--- config.mk ---
export PLATFORM = sky130hd
export DESIGN_NAME = nibble_frame_receiver
export DESIGN_NICKNAME = d
export VERILOG_FILES = /design/src/rtl/nibble_rx_pkg.sv /design/src/rtl/nibble_rx_bit_timer.sv /design/src/rtl/nibble_frame_receiver.sv
export SDC_FILE = /design/constraint.sdc
export NUM_CORES = 1
export LEC_CHECK = 0
export BUFFER_PORTS_ARGS = -buffer_cell sky130_fd_sc_hd__buf_2
export CAP_MARGIN = 20
export CORE_MARGIN = 2
export CORE_UTILIZATION = 55
export CTS_CLUSTER_DIAMETER = 120
export DETAILED_ROUTE_END_ITERATION = 10
export PLACE_DENSITY = 0.76
export SYNTH_ARGS = -nofsm -noshare
export SYNTH_HDL_FRONTEND = slang
export SYNTH_SLANG_ARGS = --single-unit
export TNS_END_PERCENT = 30
--- constraint.sdc ---
create_clock -name clk -period 2.8 [get_ports clk]
set_input_delay 0.42 -clock clk [delete_from_list [all_inputs] [get_ports clk]]
set_output_delay 0.42 -clock clk [all_outputs]
set_load 0.005 [all_outputs]
--- src/rtl/nibble_rx_pkg.sv ---
// Shared types and frame geometry for the nibble frame receiver.
package nibble_rx_pkg;

    typedef enum logic [2:0] {
        ST_IDLE,
        ST_START,
        ST_DATA,
        ST_PARITY,
        ST_STOP,
        ST_WAIT_IDLE
    } rx_state_t;

    localparam int DATA_BITS      = 4;
    localparam int FRAME_BITS     = 7;
    localparam int START_BIT_IDX  = 0;
    localparam int PARITY_BIT_IDX = 5;
    localparam int STOP_BIT_IDX   = 6;
    localparam int IDX_W          = $clog2(FRAME_BITS);

endpackage

--- src/rtl/nibble_rx_bit_timer.sv ---
// Oversampling timer: counts clocks within a bit and tracks which frame bit is current.
module nibble_rx_bit_timer
    import nibble_rx_pkg::*;
#(
    parameter int CLKS_PER_BIT = 4
) (
    input  logic             clk,
    input  logic             rst,
    input  logic             clear,
    output logic             sample_tick,
    output logic [IDX_W-1:0] bit_idx
);

    localparam int CW = $clog2(CLKS_PER_BIT);
    localparam logic [CW-1:0] HALF_LAST = CW'(CLKS_PER_BIT / 2 - 1);
    localparam logic [CW-1:0] FULL_LAST = CW'(CLKS_PER_BIT - 1);

    logic [CW-1:0] cnt;

    // The start bit is sampled at mid-bit; every later bit is one full bit after the previous sample.
    assign sample_tick = (bit_idx == IDX_W'(START_BIT_IDX)) ? (cnt == HALF_LAST)
                                                            : (cnt == FULL_LAST);

    always_ff @(posedge clk) begin
        if (rst || clear) begin
            cnt     <= '0;
            bit_idx <= '0;
        end else if (sample_tick) begin
            cnt     <= '0;
            bit_idx <= bit_idx + IDX_W'(1);
        end else begin
            cnt <= cnt + CW'(1);
        end
    end

endmodule

--- src/rtl/nibble_frame_receiver.sv ---
// Serial frame receiver (start, 4 data LSB first, parity, stop) feeding the even-parity checker.
// Optional input synchronizer enabled by defining NIBBLE_RX_SYNC_EN.
module nibble_frame_receiver
    import nibble_rx_pkg::*;
#(
    parameter int   CLKS_PER_BIT = 4,
    parameter logic IDLE_LEVEL   = 1'b1
) (
    input  logic clk,
    input  logic rst,
    input  logic rx_serial,
    input  logic rx_en,
    output logic a,
    output logic b,
    output logic c,
    output logic d,
    output logic p,
    output logic frame_valid,
    output logic framing_err,
    output logic busy
);

    rx_state_t state, state_next;

    logic                 rx;
    logic                 rx_is_idle;
    logic                 sample_tick;
    logic                 timer_clear;
    logic                 shift_data;
    logic                 take_parity;
    logic                 load_frame;
    logic                 stop_err;
    logic [IDX_W-1:0]     bit_idx;
    logic [DATA_BITS-1:0] data_sr;
    logic                 p_hold;

`ifdef NIBBLE_RX_SYNC_EN
    logic [1:0] sync_ff;

    always_ff @(posedge clk) begin
        if (rst) begin
            sync_ff <= {2{IDLE_LEVEL}};
        end else begin
            sync_ff <= {sync_ff[0], rx_serial};
        end
    end

    assign rx = sync_ff[1];
`else
    assign rx = rx_serial;
`endif

    assign rx_is_idle = (rx == IDLE_LEVEL);

    nibble_rx_bit_timer #(
        .CLKS_PER_BIT(CLKS_PER_BIT)
    ) u_timer (
        .clk        (clk),
        .rst        (rst),
        .clear      (timer_clear),
        .sample_tick(sample_tick),
        .bit_idx    (bit_idx)
    );

    always_ff @(posedge clk) begin
        if (rst) begin
            state <= ST_IDLE;
        end else begin
            state <= state_next;
        end
    end

    // Timer is held clear while idle so it restarts exactly on the start-bit edge.
    always_comb begin
        state_next  = state;
        timer_clear = 1'b0;
        shift_data  = 1'b0;
        take_parity = 1'b0;
        load_frame  = 1'b0;
        stop_err    = 1'b0;
        case (state)
            ST_IDLE: begin
                timer_clear = 1'b1;
                if (rx_en && !rx_is_idle) state_next = ST_START;
            end
            ST_START: begin
                if (sample_tick) state_next = rx_is_idle ? ST_IDLE : ST_DATA;
            end
            ST_DATA: begin
                shift_data = sample_tick;
                if (sample_tick && bit_idx == IDX_W'(DATA_BITS)) state_next = ST_PARITY;
            end
            ST_PARITY: begin
                if (sample_tick && bit_idx == IDX_W'(PARITY_BIT_IDX)) begin
                    take_parity = 1'b1;
                    state_next  = ST_STOP;
                end
            end
            ST_STOP: begin
                if (sample_tick && bit_idx == IDX_W'(STOP_BIT_IDX)) begin
                    load_frame = rx_is_idle;
                    stop_err   = !rx_is_idle;
                    state_next = rx_is_idle ? ST_IDLE : ST_WAIT_IDLE;
                end
            end
            ST_WAIT_IDLE: begin
                timer_clear = 1'b1;
                if (rx_is_idle) state_next = ST_IDLE;
            end
            default: begin
                state_next = ST_IDLE;
            end
        endcase
    end

    assign busy = (state != ST_IDLE);

    // Holding registers collect the frame; a..p only change when a whole frame ends with a good stop bit.
    always_ff @(posedge clk) begin
        if (rst) begin
            data_sr     <= '0;
            p_hold      <= 1'b0;
            a           <= 1'b0;
            b           <= 1'b0;
            c           <= 1'b0;
            d           <= 1'b0;
            p           <= 1'b0;
            frame_valid <= 1'b0;
            framing_err <= 1'b0;
        end else begin
            frame_valid <= load_frame;
            framing_err <= stop_err;
            if (shift_data) data_sr <= {rx, data_sr[DATA_BITS-1:1]};
            if (take_parity) p_hold <= rx;
            if (load_frame) begin
                a <= data_sr[0];
                b <= data_sr[1];
                c <= data_sr[2];
                d <= data_sr[3];
                p <= p_hold;
            end
        end
    end

endmodule

==> results.md, run 1 <==
- The run finished with clean final reports.
- Summed over all layers, the global routing overflow is 0.
- The mux cell area share after synthesis is 0.127.
- The cell count after synthesis is 103.
- Setup violations remaining at the end of the flow were counted as 0.
- The signal on the critical path passes through inv_1 -> ha_1 -> nor2b_4 -> mux2i_4 -> a2111oi_4 -> o311ai_1 -> o41ai_1.
- Headroom to the max-slew limit came out at 0.594.
- In the global route stage, overall resource usage came out at 0.189.
- The critical path buffer and inverter count is 1.
- The floorplan row count is 15.
- The cell leakage power is 0.487 nW.
- In this run, CTS created clock tree buffers numbering 3.
- For this configuration, the core starts out at a cell density of 0.573.
- For this run, the leading register cell type out of synthesis is sky130_fd_sc_hd__dfxtp_1.
- Ranked by total cell area, the synthesized netlist is headed by sky130_fd_sc_hd__dfxtp_1 (41%), sky130_fd_sc_hd__mux2i_1 (10%), sky130_fd_sc_hd__nor2_1 (6.2%).
- The antenna diode count is 0.
- The first global-routing pass estimated 2880 um of wire.
- In this run the worst setup path begins at u_timer.bit_idx[0]$_SDFFE_PP0P_.
- The area of the die is 2110 um2.
- Setup repair after global routing left no endpoint under its margin.
- The per-cell via count in the routed design is 5.53.
- The share of flip-flops with an asynchronous set or reset after synthesis is 0.
- The worst min-delay path class is primary input to flip-flop.
- The number of max-slew violations in the final report is 0.
- The flip-flop and latch count after synthesis is 20.
- After routing, the total negative slack on setup checks comes to 0 ps.
- The minimum setup slack in the final design is 958 ps.
- The count of distinct cell types in the synthesized netlist is 32.
- The endpoint arrival time on the critical path is 2040 ps.
- The worst register-to-register path ends at state[0]$_SDFFE_PP0P_.
- The post-synthesis compound-gate area fraction is 0.124.
- The critical path in this run is classified as flip-flop to flip-flop.
- The total of hold buffers inserted after clock tree synthesis is 0.
- The library cell occupying the most area in the post-synthesis netlist is sky130_fd_sc_hd__dfxtp_1.
- The measured slew at the worst slew-check pin is 603 ps.
- The clock root buffer master is sky130_fd_sc_hd__clkbuf_4.
- The estimated wirelength of the detail-placed design is 1210 um.
- On the worst path, the slowest cell contributes a delay of 390 ps.
- No sink is reached through more buffers than the 2 on the longest clock path.
- The share of final-layout standard cells stronger than drive strength 1 is 0.165.
- The mean post-synth cell area is 9.39 um2.
- After detailed placement, the total cell area comes to 1030 um2.
- The area overhead of the layout relative to synthesis is 10.2%.
- The area share of fa/ha/maj cells after synthesis is 0.0517.
- The residual antenna-violating net count after detailed routing is 0.
- In this design, the largest share of critical-path delay is due to compound AO/OA/AOI/OAI gates.
- The post-layout net count is 124.
- The finished layout holds 132 standard cells, fillers aside.
- The number of levels in the clock H-tree is 1.
- For this block, the via count after detailed routing is 730.
- The xor and xnor fraction of the mapped netlist area is 0.0272.
- The cell area that synthesis handed to floorplanning was 967 um2.
- In this run the worst path has a maximum fanout of 7.
- The insertion delay to the later sink of the worst-skew pair is 300 ps.
- Following the worst setup path forward leads to its endpoint at state[0]$_SDFFE_PP0P_.
- The share of synthesized area in the top cell type comes to 0.414.
- The final hold violation count is 0.
- The post-route fraction of the period consumed by the critical path is 0.658.
- Of the total synthesized cell area, the portion taken by AND, OR, NAND and NOR gates is 0.226.
- The synthesized design contains 0 enable-type register cells.
- Max-cap violations in this run came to 0.
- The first detailed-routing pass ran for 4 iterations.
- In this run, the number of DRC markers left after iteration 0 of detailed routing was 18.
- The total power divided by cell area is 457 nW/um2.
- The fmax is 0.543 GHz.
- The kind of start point of the critical path is a flip-flop.
- The clock period minus worst slack is 1840 ps.
- Post-CTS timing repair inserted 0 buffers for setup.
- The worst setup slack after placement is 985 ps.
- Including well taps, the total number of placed cells is 128.
- Entering global routing, the biggest net connects 15 pins.
- The final instance area is 1070 um2.
- The core outline area is 1690 um2.
- For this design, the slowest cell found on the critical path is sky130_fd_sc_hd__mux2i_4.
- The maximum resistive drop on vdd is 256 uV.
- The total clock sinks is 20.
- The warning count from the yosys run is 0.
- The number of global-route vias before repair is 671.
- Setup slack on the worst reg-to-reg path comes out at 960 ps.
- Post-CTS repair changed the size of 0 cells.
- Counting every net in the synthesized netlist gives 111.
- In this run the number of cells on the critical path is 7.
- By area, the combinational part of the netlist is dominated by simple AND/OR/NAND/NOR gates.
- From left edge to right edge, the die measures 45.9 um.
- Measured in cells, the most critical reg-to-reg path has a length of 7.
- The wire length per cell is 12.6 um.
- The worst endpoint required time is 3000 ps.
- The beginning of the worst register-to-register path is u_timer.bit_idx[0]$_SDFFE_PP0P_.
- For this block, the routed nets add up to 1670 um of wire.
- The floorplan step set the die height to 45.9 um.
- The final weighted congestion in routability-driven placement is 0.879.
- The CTS tree is built.
- The worst setup path is captured at a flip-flop.
- Clock-pin slew was measured on the worst setup and hold paths at 120 ps.
- The boundary pin count is 12.
- The setup clock skew after layout is 9.19 ps.
- The number of antenna violations at the first check in global routing is 0.
- The final hold slack is 400 ps.
- For this run, the register share of the synthesized area comes to 0.414.
- The number of I/O port buffers is 11.
- The number of remaining DRC errors is 0.
[synthesized netlist by cell type (2+ instances only)]
cell type	number
sky130_fd_sc_hd__dfxtp_1	20
sky130_fd_sc_hd__nor2_1	16
sky130_fd_sc_hd__mux2i_1	10
sky130_fd_sc_hd__nand2_1	7
sky130_fd_sc_hd__nand2b_1	5
sky130_fd_sc_hd__ha_1	4
sky130_fd_sc_hd__inv_1	4
sky130_fd_sc_hd__o21ai_0	4
sky130_fd_sc_hd__a21oi_1	3
sky130_fd_sc_hd__nand3_1	3
sky130_fd_sc_hd__buf_2	2
sky130_fd_sc_hd__nor2b_1	2
sky130_fd_sc_hd__nor3_1	2
sky130_fd_sc_hd__nor3b_1	2
sky130_fd_sc_hd__xor2_1	2
[worst min path at each step]
| stage | slack [ps] | startpoint | cells past startpoint | end |
|---|---|---|---|---|
| global route | 420 | rx_serial | 2 | framing_err$_SDFF_PP0_ |
| global placement | 460 | u_timer.cnt[0]$_SDFF_PP0_ | 1 | u_timer.cnt[0]$_SDFF_PP0_ |
| finish | 400 | rx_serial | 2 | framing_err$_SDFF_PP0_ |
| floorplan | 450 | u_timer.cnt[0]$_SDFF_PP0_ | 1 | u_timer.cnt[0]$_SDFF_PP0_ |
| detailed placement | 480 | u_timer.cnt[0]$_SDFF_PP0_ | 1 | u_timer.cnt[0]$_SDFF_PP0_ |
| CTS | 410 | rx_serial | 2 | framing_err$_SDFF_PP0_ |
[through the flow]
stage / power (W) / utilization
floorplan: 0.000317 / -
global placement: 0.000323 / 0.610
detailed placement: 0.000324 / 0.610
CTS: 0.000487 / 0.631
global route: 0.000501 / 0.631
finish: 0.000487 / 0.631
[layer usage]
metal  part of all wire  track usage  up-vias
li1                   -            -      377
met1               0.49        0.249      332
met2               0.46        0.303       17
met3              0.035       0.0238        4
met4              0.016       0.0857        0
met5                  0            0        -
[flip-flops by register name, summed over array words and instances, names as in the netlist]
signal and flops:
data_sr 4, u_timer.bit_idx 3, state 3, u_timer.cnt 2
framing_err 1, d 1, b 1, frame_valid 1
p_hold 1, c 1, p 1, a 1
[logic make-up after synthesis]
group                      after synthesis
and+or+nand+nor                         43
DFF                                     20
AOI/OAI and AO/OA                       15
muxes                                   11
buffers and inverters                    7
adders and majority gates                4
xor gates and xnor gates                 3
[layout by cell type, fill, tap and decap left out]
| master | netlist | routed |
|---|---|---|
| sky130_fd_sc_hd__mux2i_4 | 1 | 1 |
| sky130_fd_sc_hd__nor2_1 | 16 | 16 |
| sky130_fd_sc_hd__clkbuf_8 | 0 | 1 |
| sky130_fd_sc_hd__clkbuf_4 | 0 | 3 |
| sky130_fd_sc_hd__buf_2 | 2 | 11 |
| sky130_fd_sc_hd__nor2b_1 | 2 | 2 |
| sky130_fd_sc_hd__nand3_1 | 3 | 3 |
| sky130_fd_sc_hd__ha_1 | 4 | 4 |
| sky130_fd_sc_hd__dfxtp_1 | 20 | 20 |
| sky130_fd_sc_hd__o21bai_1 | 1 | 1 |
| sky130_fd_sc_hd__nor2b_4 | 1 | 1 |
| sky130_fd_sc_hd__a2111oi_4 | 1 | 1 |
| sky130_fd_sc_hd__and3_1 | 1 | 1 |
| sky130_fd_sc_hd__nor3_2 | 1 | 1 |
| sky130_fd_sc_hd__xnor2_1 | 1 | 1 |
| sky130_fd_sc_hd__and2_1 | 1 | 1 |
| sky130_fd_sc_hd__a21oi_1 | 3 | 3 |
| sky130_fd_sc_hd__o21ai_0 | 4 | 4 |
| sky130_fd_sc_hd__mux2i_1 | 10 | 10 |
| sky130_fd_sc_hd__o211a_1 | 1 | 1 |
| sky130_fd_sc_hd__nand2b_1 | 5 | 5 |
| sky130_fd_sc_hd__o311ai_1 | 1 | 1 |
| sky130_fd_sc_hd__or3_1 | 1 | 1 |
| sky130_fd_sc_hd__nor3b_1 | 2 | 2 |
| sky130_fd_sc_hd__inv_1 | 4 | 4 |
| sky130_fd_sc_hd__nand4_1 | 1 | 1 |
| sky130_fd_sc_hd__o22ai_1 | 1 | 1 |
| sky130_fd_sc_hd__o41ai_1 | 1 | 1 |
| sky130_fd_sc_hd__nand2_1 | 7 | 7 |
| sky130_fd_sc_hd__a21boi_0 | 1 | 1 |
| sky130_fd_sc_hd__nor3_1 | 2 | 2 |
| sky130_fd_sc_hd__xor2_1 | 2 | 2 |
| sky130_fd_sc_hd__o31a_1 | 1 | 1 |
[final cells by class]
class / instances / area (um2)
Fill cell: 144 / 623
Multi-Input combinational cell: 76 / 538
Sequential cell: 20 / 400
Timing Repair Buffer: 11 / 55.1
Clock buffer: 4 / 36.3
Tap cell: 17 / 21.3
Inverter: 4 / 15.0
[where the power goes]
| part | switching [W] | internal, W | total [W] |
|---|---|---|---|
| Clock | 0.0000898 | 0.0000794 | 0.000169 |
| Sequential | 0.00000462 | 0.000286 | 0.000291 |
| Combinational | 0.0000152 | 0.0000119 | 0.0000271 |
No activity file was read; power rests on OpenSTA's default activity.
==> run 2, diff against run 1 <==
- CORE_UTILIZATION: 55 -> 49
- PLACE_DENSITY: 0.76 -> 0.72
- clock period: 2.8 -> 1.6 ns (I/O delays scaled with it)
==> results.md, run 2 (synthesized netlist as in run 1, its figures left out) <==
- The residual antenna-violating net count after detailed routing is 0.
- Setup slack on the critical path of the routed design comes to -3.15 ps.
- In this run the worst path has a maximum fanout of 3.
- The setup total negative slack is -3.15 ps.
- The number of endpoints failing setup at the final stage is 1.
- The share of final-layout standard cells stronger than drive strength 1 is 0.285.
- The number of maximum-capacitance violations is 0.
- The total wirelength of the detailed-routed design is 1720 um.
- The total area inside the core boundary comes to 1900 um2.
- In the finished design, the share of the clock period the worst path needs comes to 1.00.
- At the worst endpoint, the arrival time is 1780 ps.
- The number of antenna violations at the first check in global routing is 0.
- The worst min-delay path class is primary input to flip-flop.
- The measured slew at the worst slew-check pin is 338 ps.
- The detailed-routing iteration count for the pre-antenna-repair pass is 4.
- In the layout the commonest cells are sky130_fd_sc_hd__dfxtp_1 (18), sky130_fd_sc_hd__nor2_1 (16), sky130_fd_sc_hd__buf_2 (11).
- The largest register by flop count is data_sr.
- The area of the die is 2340 um2.
- The total clock sinks is 20.
- The die is 48.4 um tall.
- The insertion delay to the later sink of the worst-skew pair is 290 ps.
- The estimated wirelength of the detail-placed design is 1310 um.
- In the routed layout, each cell is associated on average with a via count of 5.09.
- The die is 48.4 um wide.
- The checks that failed: setup timing.
- The number of inserted filler cells in the final layout is 168.
- Buffers placed on the I/O ports in this run total 11.
- The commonest non-fill, non-tap cell in the layout is sky130_fd_sc_hd__dfxtp_1.
- The post-layout net count is 133.
- The setup clock skew after layout is 4.23 ps.
- STA classifies the critical path endpoint as a flip-flop.
- The maximum resistive drop on vdd is 538 uV.
- The number of global-route vias before repair is 697.
- The antenna diode count is 0.
- The first routing iteration left 9 violations.
- The number of remaining DRC errors is 0.
- Setup repair after global routing could not meet its margin everywhere.
- For this run, the top clock speed supported by timing is 0.624 GHz.
- The worst setup path is of the flip-flop to flip-flop kind.
- The worst-case register-to-register setup slack is -3 ps.
- The final hold violation count was 0.
- The initial core utilization is 0.509.
- Clock-pin slew was measured on the worst setup and hold paths at 100 ps.
- The pin count of the biggest net entering global routing is 15.
- The number of max-slew violations in the final report is 0.
- The tightest hold path in the finished design has a slack of 239 ps.
- In the final layout, the registers with the most flip-flops are data_sr: 4 flops, state: 3 flops, u_timer.bit_idx: 3 flops.
- The first-pass GRT wire length is 3130 um.
- The area overhead of the layout relative to synthesis is 19.7%.
- The cell leakage power is 0.533 nW.
- The clock period minus worst slack is 1600 ps.
- The boundary pin count is 12.
- The total of hold buffers inserted after clock tree synthesis is 0.
- The number of buffers created by CTS is 3.
- The kind of start point of the critical path is a flip-flop.
- The routed via count is 764.
- The congestion estimate from routability-driven global placement came to 0.854.
- The total power divided by cell area is 682 nW/um2.
- TritonCTS built the clock tree.
- In the global route stage, overall resource usage came out at 0.170.
- After detailed routing, the average wire length per cell comes to 11.5 um.
- Summed over all layers, the global routing overflow is 0.
- The buffer depth of the longest clock path is 2.
- The worst endpoint required time is 1780 ps.
- At the end of the flow the core is filled with cells to 0.609.
- The cell sitting at the root of the clock tree is a sky130_fd_sc_hd__clkbuf_4.
- The register with the most flip-flops in the layout has 4 of them.
- CTS built an H-tree with a depth of 1.
- The run finished, with violations left.
- Summing all non-filler instances in the final layout gives an area of 1160 um2.
- In this run the core area contains 16 standard-cell rows.
- The area after detailed placement is 1110 um2.
- The worst-case headroom to the max-slew limit is 0.774.
-- run 2: cell count changes in the layout (fill, tap and decap cells not counted), sizes merged --
cell    delta
buf        +9
clkbuf     -1
-- run 2: power by group --
part | leakage [nW] | switching [W] | internal (W)
sequential | 0.162 | 0.00000556 | 0.000500
clock | 0.0138 | 0.000139 | 0.0000875
combinational | 0.357 | 0.0000301 | 0.0000263
total | 0.533 | 0.000175 | 0.000614
-- run 2: repair_timing --
item / in CTS / in global routing
gates resized for setup: 0 / 3
setup endpoints to repair: 5 / 13
buffers inserted: 0 / 2
pin swaps: 1 / 5
-- run 2: critical path, stage by stage (launching register included) --
cell	delay [ps]
sky130_fd_sc_hd__dfxtp_2	350
sky130_fd_sc_hd__inv_2	70
sky130_fd_sc_hd__ha_4	120
sky130_fd_sc_hd__nor2b_4	170
sky130_fd_sc_hd__mux2i_4	290
sky130_fd_sc_hd__a2111oi_4	110
sky130_fd_sc_hd__o311ai_1	280
sky130_fd_sc_hd__o41ai_1	110
-- run 2: path summary, 6_finish.rpt --
path	from	end	depth (start not counted)
min	rx_serial	framing_err$_SDFF_PP0_	2
min reg2reg	data_sr[3]$_SDFFE_PP0P_	data_sr[3]$_SDFFE_PP0P_	2
max reg2reg	u_timer.bit_idx[1]$_SDFFE_PP0P_	state[0]$_SDFFE_PP0P_	7
max	u_timer.bit_idx[1]$_SDFFE_PP0P_	state[0]$_SDFFE_PP0P_	7
-- run 2: metal layers --
metal / up-vias / part of all wire / wire length, um / track usage
met5: - / 0 / 0 / 0
met3: 2 / 0.030 / 52 / 0.0401
met4: 0 / 0.0093 / 16 / 0.0524
met2: 10 / 0.48 / 822 / 0.264
li1: 395 / - / - / -
met1: 357 / 0.48 / 833 / 0.234
-- run 2: area by class of cell --
type	count	area (um2)	area share
Clock buffer	3	22.5	0.0195
Inverter	4	15.0	0.0130
Multi-Input combinational cell	76	561	0.484
Sequential cell	20	403	0.348
Tap cell	27	33.8	0.0292
Timing Repair Buffer	20	123	0.106
-- run 2: per-stage QoR --
step                worst slack [ps]  instances  total power, W
CTS                            -49.7        148        0.000802
global placement                10.9        145        0.000573
global route                    -132        150        0.000835
floorplan                      -36.1        103        0.000556
finish                         -3.15        150        0.000789
detailed placement             -48.8        145        0.000573
==> run 3, diff against run 2 <==
- CORE_UTILIZATION: 49 -> 55
- PLACE_DENSITY: 0.72 -> 0.76
- RECOVER_POWER: unset -> 50
- clock period: 1.6 -> 1.53 ns (I/O delays scaled with it)
==> results.md, run 3 (synthesized netlist as in run 1, its figures left out) <==
- In this run the horizontal extent of the chip is 45.9 um.
- The boundary pin count is 12.
- The slowest cell on the critical path is sky130_fd_sc_hd__dfxtp_2.
- The antenna diode count is 0.
- The routed via count is 830.
- In this run the standard cell core region covers 1690 um2.
- The clock transition at the register clock pins on the worst setup and hold paths after CTS is 120 ps.
- The detailed-routing iteration count for the pre-antenna-repair pass is 4.
- Leaving out fill and tap cells, the most frequent cells in the layout are sky130_fd_sc_hd__dfxtp_1 (18), sky130_fd_sc_hd__nor2_1 (16), sky130_fd_sc_hd__buf_4 (16).
- The CTS tree is built.
- For this block, the initial DRC count from the detailed router was 17.
- The total wirelength of the detailed-routed design is 2230 um.
- The final hold violation count is 0.
- The die is 45.9 um tall.
- The finished cells cover 1240 um2.
- The number of max-slew violations in the final report is 0.
- The number of maximum-capacitance violations is 0.
- The beginning of the worst register-to-register path is u_timer.bit_idx[1]$_SDFFE_PP0P_.
- The register with the most flip-flops in the layout has 4 of them.
- Summing internal, switching and leakage power gives 0.00103 W.
- In this run the number of H-tree levels came out at 1.
- Timing analysis after detailed placement gives a worst setup slack of -160 ps.
- In the final design database the tool counted 141 nets.
- The maximum fanout along the worst path is 4.
- The post-route fraction of the period consumed by the critical path is 1.13.
- The fmax is 0.579 GHz.
- The worst endpoint required time is 1770 ps.
- In the routed layout, each cell is associated on average with a via count of 5.57.
- After layout, the minimum clock period comes to 1730 ps.
- The initial utilization of the core area, before any placement, comes to 0.573.
- The count of cells in the finished layout, fillers not included, comes to 149.
- The checks that failed: setup timing.
- Compared with the post-synthesis result, the final layout area differs by 28.1%.
- Between clock sinks in the finished design, the worst skew comes to 8.08 ps.
- The buffer depth of the longest clock path is 2.
- The first-pass GRT wire length is 3420 um.
- The critical path is of the flip-flop to flip-flop type.
- The total power divided by cell area is 833 nW/um2.
- In the final layout, the share of cells above drive strength 1 is 0.318.
- The worst-case headroom to the max-slew limit is 0.806.
- The worst hold path stage count is 2.
- The clock root buffer master is sky130_fd_sc_hd__clkbuf_4.
- The tree built by TritonCTS fans out to 20 sinks.
- The run finished, with violations left.
- The cell leakage power is 0.582 nW.
- The total of hold buffers inserted after clock tree synthesis is 0.
- The final global-route overflow total is 0.
- The path class of the tightest hold or removal check is primary input to flip-flop.
- The number of buffers created by CTS is 3.
- The share of total power dissipated in combinational logic is 0.067.
- The length in cells of the worst reg-to-reg path is 8.
- The area of the die is 2110 um2.
- Setup repair after global routing could not meet its margin everywhere.
- The kind of start point of the critical path is a flip-flop.
- The library cell used most frequently in the layout, excluding fill and tap cells, is sky130_fd_sc_hd__dfxtp_1.
- In this run the power spent charging and discharging nets is 0.000212 W.
- The launching instance or port of the critical path is u_timer.bit_idx[1]$_SDFFE_PP0P_.
- Internal power comes to 0.000820 W.
- In the final routed layout, each cell accounts on average for 15.0 um.
- STA classifies the critical path endpoint as a flip-flop.
- The final cell utilization of the core is 0.733.
- The number of I/O port buffers is 11.
- Ranked by flip-flop count, first place goes to data_sr.
- The largest registers in the layout are data_sr: 4 flops, state: 3 flops, u_timer.bit_idx: 3 flops.
- Once detail routing completed, the nets flagged for antenna violations numbered 0.
- The number of remaining DRC errors is 0.
- The number of endpoints failing setup at the final stage is 16.
- Once routing completed, OpenROAD measured the worst setup slack at -199 ps.
- The number of global-route vias before repair is 758.
- The share of total power dissipated in the clock network is 0.422.
- At the worst endpoint, the arrival time is 1970 ps.
- In this run the most critical hold path is launched from rst.
- Of the total power, registers draw 0.511.
- The final weighted congestion in routability-driven placement is 0.813.
- The cell count after placement is 139.
- The area after detailed placement is 1130 um2.
- Traced cell by cell, the critical path runs through inv_2 -> ha_4 -> nor2b_4 -> mux2i_4 -> buf_4 -> nand2_1 -> o31a_1 -> nor3_1.
- The measured slew at the worst slew-check pin is 289 ps.
- The estimated wirelength of the detail-placed design is 1600 um.
- The number of antenna violations at the first check in global routing came to 0.
- The insertion delay to the later sink of the worst-skew pair is 310 ps.
- VDD sags by at most 756 uV.
- The total routing resource utilization after global routing is 0.235.
- In this design, the stage delay of the slowest critical-path cell is 350 ps.
- The floorplan row count is 15.
- Entering global routing, the biggest net connects 15 pins.
- Of the total power, the share spent switching nets is 0.206.
==> run 3: repair_timing <==
item                       4_1_cts  5_1_grt
buffers inserted                 2        4
setup endpoints to repair       14       16
pin swaps                        6        3
resized for setup                1        4
==> run 3: worst max-delay path, delay by kind of cell, from the launching register on <==
family                   cells  cell delay (ps)
flip-flops                   1              350
multiplexers                 1              340
adder cells (fa/ha/maj)      1              130
AND/OR/NAND/NOR              3              360
buffers and inverters        2              250
AO/OA/AOI/OAI                1              230
==> run 3: worst paths after layout <==
| path | end | slack (ps) |
|---|---|---|
| setup / recovery | state[1]$_SDFFE_PP0P_ | -200 |
| hold / removal | b$_SDFFE_PP0P_ | 240 |
| setup reg to reg | state[1]$_SDFFE_PP0P_ | -200 |
| hold reg to reg | data_sr[3]$_SDFFE_PP0P_ | 500 |
==> run 3: power by group through the flow <==
| stage | registers [W] | logic [W] | clock network (W) |
|---|---|---|---|
| after floorplan | 0.000538 | 0.0000429 | 0 |
| after global placement | 0.000539 | 0.0000601 | 0 |
| after detailed placement | 0.000539 | 0.0000622 | 0 |
| after CTS | 0.000527 | 0.0000633 | 0.000445 |
| after global routing | 0.000528 | 0.0000740 | 0.000459 |
| final | 0.000527 | 0.0000691 | 0.000436 |
==> run 3: final cells by class <==
cell class | count | area (um2)
fillers | 123 | 450
clock inverters | 1 | 30.0
multi-input cells | 76 | 563
clock buffers | 3 | 22.5
repair buffers | 28 | 184
inverters | 4 | 15.0
well taps | 17 | 21.3
flip-flops and latches | 20 | 403
==> run 3: through the flow <==
stage	TNS (ps)	hold slack, ps
6_report	-1740	243
5_1_grt	-3130	261
4_1_cts	-799	227
3_5_place_dp	-1020	481
3_3_place_gp	-269	468
2_1_floorplan	-137	305
==> run 3: routing by layer <==
layer | track usage | share of wire | up-vias
met1 | 0.295 | 0.43 | 379
li1 | - | - | 411
met4 | 0.120 | 0.035 | 0
met2 | 0.392 | 0.49 | 31
met5 | 0 | 0 | -
met3 | 0.0238 | 0.041 | 9
